<file path="src/rtl/sim_end_ctrl.sv">
// sim_end_ctrl: end-of-simulation sequencer that collects done/error/timeout events,
// waits a drain window, then holds endend with a final status; also emits a run heartbeat.
module sim_end_ctrl #(
    parameter int unsigned CNT_W        = 32,
    parameter int unsigned MAX_CYCLES   = 1000000,
    parameter int unsigned DRAIN_CYCLES = 16,
    parameter int unsigned HB_PERIOD    = 1024,
    parameter int unsigned CODE_W       = 8
) (
    input  logic              clk,
    input  logic              reset,
    input  logic              start,
    input  logic              done_valid,
    input  logic [CODE_W-1:0] done_code,
    output logic              done_ready,
    input  logic              error,
    output logic              endend,
    output logic [1:0]        status,
    output logic [CODE_W-1:0] final_code,
    output logic [CNT_W-1:0]  cycle_count,
    output logic              heartbeat
);
    localparam logic [1:0] IDLE   = 2'd0;
    localparam logic [1:0] RUN    = 2'd1;
    localparam logic [1:0] DRAIN  = 2'd2;
    localparam logic [1:0] ST_END = 2'd3;
    localparam int DR_W = DRAIN_CYCLES > 1 ? $clog2(DRAIN_CYCLES) : 1;
    localparam int HB_W = HB_PERIOD > 1 ? $clog2(HB_PERIOD) : 1;
    localparam logic [DR_W-1:0] DR_LAST = DR_W'(DRAIN_CYCLES - 1);
    localparam logic [HB_W-1:0] HB_LAST = HB_W'(HB_PERIOD - 1);
    localparam logic [63:0]     TO_LAST = 64'(MAX_CYCLES) - 64'd1;
    localparam bit              TO_EN   = MAX_CYCLES != 0;
    localparam bit              HB_EN   = HB_PERIOD != 0;
    logic [1:0]      state, state_nxt;
    logic [DR_W-1:0] drain_cnt;
    logic [HB_W-1:0] hb_cnt;
    logic            in_run, err_ev, done_ev, to_ev, end_ev, hb_wrap;
    assign in_run  = state == RUN;
    assign err_ev  = in_run & error;
    assign done_ev = in_run & done_valid & done_ready;
    // compared at 64 bits so MAX_CYCLES beyond the counter range simply never fires
    assign to_ev   = in_run & TO_EN & (64'(cycle_count) == TO_LAST);
    assign end_ev  = err_ev | done_ev | to_ev;
    assign hb_wrap = in_run & HB_EN & (hb_cnt == HB_LAST);
    always_comb begin
        state_nxt = state;
        case (state)
            IDLE:    state_nxt = start ? RUN : IDLE;
            RUN:     state_nxt = end_ev ? DRAIN : RUN;
            DRAIN:   state_nxt = (drain_cnt == DR_LAST) ? ST_END : DRAIN;
            default: state_nxt = ST_END;
        endcase
    end
    always_ff @(posedge clk or negedge reset) begin
        if (!reset) begin
            state       <= IDLE;
            done_ready  <= 1'b0;
            endend      <= 1'b0;
            status      <= 2'd0;
            final_code  <= '0;
            cycle_count <= '0;
            drain_cnt   <= '0;
            hb_cnt      <= '0;
            heartbeat   <= 1'b0;
        end else begin
            state       <= state_nxt;
            done_ready  <= state_nxt == RUN;
            endend      <= endend | (state_nxt == ST_END);
            drain_cnt   <= (state == DRAIN) ? drain_cnt + 1'b1 : '0;
            cycle_count <= (in_run && cycle_count != '1) ? cycle_count + 1'b1 : cycle_count;
            hb_cnt      <= (!in_run || hb_wrap || !HB_EN) ? '0 : hb_cnt + 1'b1;
            heartbeat   <= hb_wrap;
            if (end_ev) begin
                status     <= err_ev ? 2'd2 : done_ev ? ((done_code == '0) ? 2'd1 : 2'd2) : 2'd3;
                final_code <= err_ev ? '1 : done_ev ? done_code : '0;
            end
        end
    end
endmodule

</file>
<file path="config.mk">
export PLATFORM = sky130hd
export DESIGN_NAME = sim_end_ctrl
export DESIGN_NICKNAME = d
export VERILOG_FILES = /design/src/rtl/sim_end_ctrl.sv
export SDC_FILE = /design/constraint.sdc
export NUM_CORES = 1
export LEC_CHECK = 0
export ABC_CLOCK_PERIOD_IN_PS = 2800
export BUFFER_PORTS_ARGS = -buffer_cell sky130_fd_sc_hd__buf_4
export CORE_UTILIZATION = 30
export DETAILED_ROUTE_END_ITERATION = 6
export PLACE_DENSITY = 0.54
export SLEW_MARGIN = 15
export SYNTH_ARGS = -nofsm -noshare
export SYNTH_HDL_FRONTEND = slang
export SYNTH_SLANG_ARGS = --single-unit
export TNS_END_PERCENT = 5
</file>
<file path="constraint.sdc">
create_clock -name clk -period 2.8 [get_ports clk]
set_clock_uncertainty 0.2 [all_clocks]
set_input_delay 0 -clock clk [delete_from_list [all_inputs] [get_ports clk]]
set_output_delay 0 -clock clk [all_outputs]
set_load 0.005 [all_outputs]
</file>
Word level (Yosys, flattened, before mapping)
Cells that the tools add are included.
{"block": "op_classes", "n_addsub": 3, "n_eq_ne": 8, "mux": 11, "bitwise": 8, "reduce_logical": 5}
{"cell": "adder 32 x 1 -> 32 bit, second input constant", "count": 1}
{"cell": "equality test 32 x 20 -> 1 bit, second input constant", "count": 1}
{"cell": "inequality test 32 bit, second input constant", "count": 1}
{"cell": "two-way mux 8 bit", "count": 2}
{"cell": "adder 10 x 1 -> 10 bit, second input constant", "count": 1}
{"cell": "equality test 10 bit, second input constant", "count": 1}
{"cell": "two-way mux 10 bit", "count": 1}
{"cell": "logical NOT 8 bit", "count": 1}
{"cell": "two-way mux 2 bit", "count": 4}
{"cell": "one-hot mux 2 bit (3 select lines)", "count": 1}
{"cell": "AND 1 bit", "count": 5}
{"cell": "adder 4 x 1 -> 4 bit, second input constant", "count": 1}
{"cell": "equality test 2 x 1 -> 1 bit, second input constant", "count": 2}
{"cell": "equality test 2 bit, second input constant", "count": 2}
{"cell": "equality test 4 bit, second input constant", "count": 1}
{"cell": "two-way mux 4 bit", "count": 1}
{"cell": "bitwise OR 1 bit", "count": 3}
{"cell": "logical NOT 2 bit", "count": 1}
{"cell": "two-way mux 1 bit", "count": 2}
{"cell": "logical AND 1 bit", "count": 1}
{"cell": "logical NOT 1 bit", "count": 1}
{"cell": "logical OR 1 bit", "count": 1}
{"block": "word_totals", "reg_bits": 61, "inputBits": 13}

Depth between registers and ports, before layout
Gate-level depths: netlist of the first run.
{"block": "logic_depth", "ltp_word": 9, "ltp_mapped": 7, "mapped_depth_nobuf": 6}

Worst setup path before layout of the first run
No wires, ideal clock.
{"block": "synth_timing", "path_type": "register -> register", "startpoint": "reg cycle_count[20]", "endpoint": "reg final_code[1]", "arrival_time_ns": 1.743, "slack_ns": 0.731, "stages_incl_launch_ff": 6, "synth_period_minus_slack_ns": 2.069, "cell_sequence": "dfrtp_1 -> or4_4 -> nor4_4 -> a31oi_2 -> buf_6 -> a221o_1"}
{"block": "synth_via", "elab_chain_cells": 3}
{"element": "from (decl)", "line": "20", "text": "output logic [CNT_W-1:0] cycle_count,"}
{"element": "from (signal assigned)", "line": "70", "text": "cycle_count <= (in_run && cycle_count != '1) ? cycle_count + 1'b1 : cycle_count;"}
{"element": "equality test 32 x 20 -> 1 bit", "line": "42", "text": "assign to_ev = in_run & TO_EN & (64'(cycle_count) == TO_LAST);"}
{"element": "AND 1 bit", "line": "42"}
{"element": "bitwise OR 1 bit", "line": "43", "text": "assign end_ev = err_ev | done_ev | to_ev;"}
{"element": "to (signal assigned)", "line": "75", "text": "final_code <= err_ev ? '1 : done_ev ? done_code : '0;"}
{"element": "to (decl)", "line": "19", "text": "output logic [CODE_W-1:0] final_code,"}
Every way passes these cells.
A chain may end at the register's enable or synchronous reset.

Worst setup path in the final report of the first run
{"block": "layout_timing", "startpoint": "reg cycle_count[15]", "endpoint": "reg status[0]"}
{"block": "layout_via", "elab_chain_cells": 3}
{"element": "equality test 32 x 20 -> 1 bit", "line": "42"}
{"element": "AND 1 bit", "line": "42"}
{"element": "bitwise OR 1 bit", "line": "43"}
{"element": "to (signal assigned)", "line": "74", "text": "status <= err_ev ? 2'd2 : done_ev ? ((done_code == '0) ? 2'd1 : 2'd2) : 2'd3;"}
{"element": "to (decl)", "line": "18", "text": "output logic [1:0] status,"}
Every way passes these cells.

==> impl_metrics.toml, run 1 <==
[finish]
seq_area_sq_mm = 0.00153
diodes = 0
multiInputGateArea_sq_mm = 0.00133
nFillCells = 935
drive_above_1_share = 0.246
syn_to_final_growth_pct = 30.6
nets = 365
fin_util = 0.408

[critical_path]
cp-startpoint = "cycle_count[15]$_DFFE_PN0P_"
criticalPathCategory = "reg2reg"
crit_path_top_delay_cell = "or4_4"
crit_cells = 5
crit_family = "simple AND/OR/NAND/NOR gates"
cp.required_ns = 2.82
critPathBufInv = 0
arrival_ns = 2.29
crit_end = "status[0]$_DFFE_PN0P_"
worstRegToRegCells = 5
r2r-start = "cycle_count[15]$_DFFE_PN0P_"
timing.rr.end = "status[0]$_DFFE_PN0P_"
slowest_delay_ns = 0.55
path_max_fanout = 13
worstPathCellList = "or4_4, nor4_4, a31oi_2, nor2b_1, a211oi_1"
startpoint_type = "register"
end_kind = "register"
rrSetupSlack_ns = 0.53

[clock_network]
htreeDepth = 3
clk_path_buf_depth = 2
numCtsBuffers = 9
cts_tree = "built"
worstSkewPairLatency_ns = 0.33
clk_pin_slew_ns = 0.06
clock-root-buffer = "clkbuf_8"
postCtsSetupBuffers = 0
clock_sinks = 61

[placed_design]
portBuffers = 57
dpl_worst_slack_ns = 0.587
gp_routability_congestion = 0.781
dpl.hpwl_um = 4900

[pwr]
ir_drop_mv = 0.230
power_density_mw_per_mm2 = 624
p_total_mw = 2.37
leakagePower_nw = 1.72

[die]
coreArea_sq_mm = 0.00933
die_w_um = 101
die_y_um = 101
rows = 35
io_pins = 58
fp.dieArea_sq_mm = 0.0101
start_util = 0.312

[synth]
synth_cell_types = 38
synthCells = 272
synth.avg_cell_area_sq_um = 10.7
netlist.area_leader.share = 0.524
synth-async-reset-ratio = 1.00
yosysTopAreaCell = "dfrtp_1"
syn_area_sq_mm = 0.00291
synth_edf_count = 0
syn-num-nets = 288
synth_flop_cell = "dfrtp_1"
synth_seq_cells = 61
ys_warn_count = 0
synth_commonest_cells = "61 x dfrtp_1, 25 x nor2_1, 21 x xnor2_1"
seq_area_frac_synth = 0.524
synthTopCellsByArea = "dfrtp_1 52%, xnor2_1 6.3%, xor2_1 5.1%"
yosysMostFrequentCell = "dfrtp_1"

[global_route]
grt_usage = 0.149
grt_pass1_vias = 2336
grt.overflow.total = 0
grt_pass1_wl_um = 11600
antenna_found_initial = 0
grt_max_degree = 62

[routing]
dr.pass1.iters = 4
drtIter0Drc = 119
ant_nets = 0
via_count = 2371
drc_errors = 0
drt_wl_total_um = 7170
drt-wirelength-per-cell_um = 14.8
routed_via_density = 4.91

[timing]
report.final.slew_viol_count = 0
fmax_mhz = 441
grt_setup_unrepaired = "no"
final.setup.tns_ns = 0
period_needed_ns = 2.27
worst_slack_ns = 0.531
hold_viol = 0
setup-violations-final = 0
worstMarginPinSlew_ns = 0.779
period_share = 0.810
maxSlewHeadroom = 0.481

[run_status]
status = "completed"

[job]
drv_cap = 0

[hold_path]
hold_class = "in2reg"
## power breakdown
group | leakage, nW | internal, mW | switching [mW]
combinational | 0.832 | 0.275 | 0.218
clock | 0.103 | 0.429 | 0.329
sequential | 0.787 | 1.01 | 0.112
total | 1.72 | 1.71 | 0.659
## metal layers
layer  GRT usage  up-vias  share of wire
li1            -     1142              -
met3      0.0347        8          0.044
met4      0.0535        0          0.016
met5           0        -              0
met2       0.235       69           0.46
met1       0.201     1152           0.48
## worst min-delay path by stage
stage / start / endpoint / slack (ns) / cells after the start
finish: done_valid / state[1]$_DFF_PN0_ / 0.04 / 4
global route: done_valid / state[1]$_DFF_PN0_ / 0.07 / 4
CTS: done_valid / state[1]$_DFF_PN0_ / 0.03 / 4
detailed placement: reset / hb_cnt[4]$_DFF_PN0_ / -0.06 / 1
global placement: reset / hb_cnt[4]$_DFF_PN0_ / -0.06 / 1
floorplan: reset / cycle_count[0]$_DFFE_PN0P_ / -0.50 / 0
## cells by family (layout without fill, tap and decap cells)
logic type / after synthesis / after routing / share of synthesized area
XOR/XNOR: 38 / 38 / 0.114
buffers and inverters: 13 / 95 / 0.0202
flip-flops: 61 / 61 / 0.524
adder cells (fa/ha/maj): 3 / 3 / 0.0129
multiplexers: 2 / 2 / 0.00730
AO/OA/AOI/OAI: 19 / 19 / 0.0546
AND/OR/NAND/NOR: 136 / 136 / 0.267
## through the flow
step	instances	hold slack (ns)	area, sq um
floorplan	272	-0.496	2910
global placement	456	-0.0635	3500
detailed placement	456	-0.0604	3500
CTS	483	0.0252	3800
global route	483	0.0697	3800
finish	483	0.0450	3800
## state kept, by name (all words and copies together), names as in the netlist
signal and flops:
final_code 8, hb_cnt 10, drain_cnt 4, cycle_count 32, heartbeat 1, done_ready 1, state 2, status 2
endend 1
## area by class of cell
type	count	share of cell area
flip-flops and latches	61	0.401
multi-input cells	198	0.349
repair buffers	73	0.151
well taps	129	0.0424
clock buffers	11	0.0372
clock inverters	5	0.0132
inverters	6	0.00592
## layout by cell type (no fill, tap or decap), types with 10 or more instances in the layout
master / synthesis / final
nand3_1: 20 / 20
and3_1: 12 / 12
nand2_1: 20 / 20
dfrtp_1: 61 / 61
clkbuf_8: 0 / 10
xnor2_1: 21 / 21
dlygate4sd3_1: 0 / 11
nor2_1: 25 / 25
xor2_1: 17 / 17
buf_4: 0 / 62
nor3_1: 13 / 13
nand4_1: 15 / 15
## worst register-to-register path, stage by stage (launching register included)
cell	delay, ns
dfrtp_1	0.43
or4_4	0.55
nor4_4	0.22
a31oi_2	0.29
nor2b_1	0.23
a211oi_1	0.24
## what timing repair did
| item | 4_1_cts | 5_1_grt |
|---|---|---|
| hold endpoints to repair | 74 | 0 |
| gates resized for setup | 0 | 0 |
| hold buffers | 11 | 0 |
No activity file was read; power rests on OpenSTA's default activity.
==> run 2: changes to the inputs <==
--- a/config.mk
+++ b/config.mk
@@ -5,11 +5,12 @@
 export SDC_FILE = /design/constraint.sdc
 export NUM_CORES = 1
 export LEC_CHECK = 0
-export ABC_CLOCK_PERIOD_IN_PS = 2800
+export ABC_AREA = 1
+export ABC_CLOCK_PERIOD_IN_PS = 2300
 export BUFFER_PORTS_ARGS = -buffer_cell sky130_fd_sc_hd__buf_4
 export CORE_UTILIZATION = 30
 export DETAILED_ROUTE_END_ITERATION = 6
-export PLACE_DENSITY = 0.54
+export PLACE_DENSITY = 0.53
 export SLEW_MARGIN = 15
 export SYNTH_ARGS = -nofsm -noshare
 export SYNTH_HDL_FRONTEND = slang
==> constraint.sdc (replaced) <==
create_clock -name clk -period 2.3 [get_ports clk]
set_clock_uncertainty 0.2 [all_clocks]
set_input_delay 0 -clock clk [delete_from_list [all_inputs] [get_ports clk]]
set_output_delay 0 -clock clk [all_outputs]
set_load 0.005 [all_outputs]
==> impl_metrics.toml, run 2 <==
[global_route]
grt_pass1_vias = 3349
grt_usage = 0.169
grt_max_degree = 62
antenna_found_initial = 0
grt_pass1_wl_um = 16500
grt.overflow.total = 0

[critical_path]
criticalPathCategory = "reg2reg"
arrival_ns = 2.08
worstRegToRegCells = 10
crit_family = "simple AND/OR/NAND/NOR gates"
path_max_fanout = 42
r2r-start = "cycle_count[0]$_DFFE_PN0P_"
end_kind = "register"
cp.required_ns = 2.32
worstPathCellList = "ha_1, inv_2, nor2_4, nand2_4, nor2_4, nand2_4, nand2_8, inv_6, nand2_1, o21ai_2"
critPathBufInv = 2
timing.rr.end = "cycle_count[26]$_DFFE_PN0P_"
startpoint_type = "register"
rrSetupSlack_ns = 0.24
slowest_delay_ns = 0.41
crit_path_top_delay_cell = "dfrtp_1"

[timing]
final.setup.tns_ns = 0
fmax_mhz = 486
report.final.slew_viol_count = 0
maxSlewHeadroom = 0.468
setup-violations-final = 0
period_share = 0.895
hold_viol = 0
period_needed_ns = 2.06
whs_ns = 0.00941
worstMarginPinSlew_ns = 0.798
grt_setup_unrepaired = "no"

[synth]
synth_flop_cell = "dfrtp_1"
synth.avg_cell_area_sq_um = 7.14
netlist.area_leader.share = 0.422
synthCells = 507
synth_commonest_cells = "185 x nand2_1, 87 x nor2_1, 61 x dfrtp_1"
ys_warn_count = 0
synth-async-reset-ratio = 1.00
seq_area_frac_synth = 0.422
syn-num-nets = 523
synth_edf_count = 0
synthTopCellsByArea = "dfrtp_1 42%, nand2_1 19%, nor2_1 9.0%"
synth_seq_cells = 61
synth_cell_types = 26
yosysTopAreaCell = "dfrtp_1"
yosysMostFrequentCell = "nand2_1"
syn_area_sq_mm = 0.00362

[routing]
drc_errors = 4
ant_nets = 0
drt-wirelength-per-cell_um = 13.3
drtIter0Drc = 161
routed_via_density = 4.66
dr.pass1.iters = 6
via_count = 3432
drt_wl_total_um = 9820

[finish]
seq_area_sq_mm = 0.00153
final_common_cell = "nand2_1"
syn_to_final_growth_pct = 29.6
diodes = 0
drive_above_1_share = 0.190
multiInputGateArea_sq_mm = 0.00186
nets = 605
fin_util = 0.404
nFillCells = 1226
largest_reg_flops = 32
top_regs = "cycle_count: 32 flops, hb_cnt: 10 flops, final_code: 8 flops"
regMostFlops = "cycle_count"
final_cell_mix = "185 x nand2_1, 87 x nor2_1, 63 x buf_4"

[pwr]
leakagePower_nw = 2.14
power_density_mw_per_mm2 = 569
ir_drop_mv = 0.341

[hold_path]
hold_path_depth = 6
hold-path-endpoint = "final_code[1]$_DFFE_PN0P_"
hp-start = "done_valid"
hold_class = "in2reg"

[placed_design]
dpl.hpwl_um = 7200
gp_routability_congestion = 0.927
portBuffers = 57

[clock_network]
worstSkewPairLatency_ns = 0.34
numCtsBuffers = 9
postCtsSetupBuffers = 0
clk_pin_slew_ns = 0.06
htreeDepth = 3
cts_tree = "built"
clock-root-buffer = "clkbuf_16"
clk_path_buf_depth = 2
clock_sinks = 61

[job]
drv_cap = 0

[die]
io_pins = 58
die_w_um = 112
fp.dieArea_sq_mm = 0.0125
start_util = 0.312
coreArea_sq_mm = 0.0116
die_y_um = 112
rows = 39

[run_status]
violations = "design-rule violations"
status = "complete, but fails checks"
[run 2: changes by cell type after synthesis, moves of 6 or more]
cell | before | now
nand3_1 | 20 | 44
inv_1 | 6 | 42
and3_1 | 12 | 0
o21ai_0 | 2 | 11
o21ai_2 | 0 | 15
nor2_1 | 25 | 87
nand2_1 | 20 | 185
a221o_1 | 6 | 0
xnor2_1 | 21 | 6
nand4_1 | 15 | 2
nor4_1 | 6 | 0
nor3_1 | 13 | 3
[run 2: worst register-to-register path, cell delays in order, from the launching register on]
cell and delay (ns):
dfrtp_1 0.41, ha_1 0.23, inv_2 0.07, nor2_4 0.22, nand2_4 0.11, nor2_4 0.17, nand2_4 0.08, nand2_8 0.11
inv_6 0.14, nand2_1 0.15, o21ai_2 0.05
[run 2: how the worst max path moves through the flow]
stage	end	slack (ns)	start	cells after the start
2_1_floorplan	cycle_count[27]$_DFFE_PN0P_	0.46	cycle_count[0]$_DFFE_PN0P_	11
3_3_place_gp	endend$_DFF_PN0_	0.26	cycle_count[0]$_DFFE_PN0P_	9
3_5_place_dp	done_ready$_DFF_PN0_	0.19	cycle_count[0]$_DFFE_PN0P_	8
4_1_cts	done_ready$_DFF_PN0_	0.18	cycle_count[0]$_DFFE_PN0P_	8
5_1_grt	hb_cnt[0]$_DFF_PN0_	0.05	hb_cnt[0]$_DFF_PN0_	8
6_report	cycle_count[26]$_DFFE_PN0P_	0.24	cycle_count[0]$_DFFE_PN0P_	10
[run 2: through the flow]
step                      setup WS (ns)  instance area [sq um]  cells  power [mW]
after floorplan                   0.456                   3620    507        1.12
after global placement            0.261                   4210    706        1.17
after detailed placement          0.190                   4210    706        1.17
after CTS                         0.179                   4690    737        2.70
after global routing             0.0505                   4690    737        2.74
final                             0.241                   4690    737        2.67
[run 2: where the power goes]
part           internal [mW]  switching [mW]  leakage (nW)
registers               1.08         0.00628         0.811
clock network          0.980           0.523         0.152
logic                 0.0395          0.0375          1.18
total                   2.10           0.566          2.14
[run 2: cells by family after synthesis]
group,count (synthesis),synth area share
AOI/OAI and AO/OA,29,0.0556
and+or+nand+nor,343,0.403
adders and majority gates,3,0.0104
DFF,61,0.422
buffers and inverters,53,0.0663
xor gates and xnor gates,18,0.0435
[run 2: per-layer routing]
metal | wire length (um) | share of wire | global-route usage | vias up
li1 | - | - | - | 1740
met1 | 4520 | 0.46 | 0.214 | 1601
met2 | 4630 | 0.47 | 0.280 | 77
met3 | 496 | 0.051 | 0.0441 | 14
met4 | 170 | 0.017 | 0.0559 | 0
met5 | 0 | 0 | 0 | -
[run 2: cell type report]
type / instances / area share
inverter: 46 / 0.0379
timing repair buffer: 78 / 0.133
tap: 143 / 0.0381
clock inverter: 5 / 0.0179
clock buffer: 11 / 0.0517
multi-input combinational: 393 / 0.396
sequential: 61 / 0.325
[run 2: timing repair]
action,CTS,global route
hold buffers,15,0
endpoints found under the setup margin,0,3
endpoints found under the hold margin,74,0
gates resized for setup,0,1
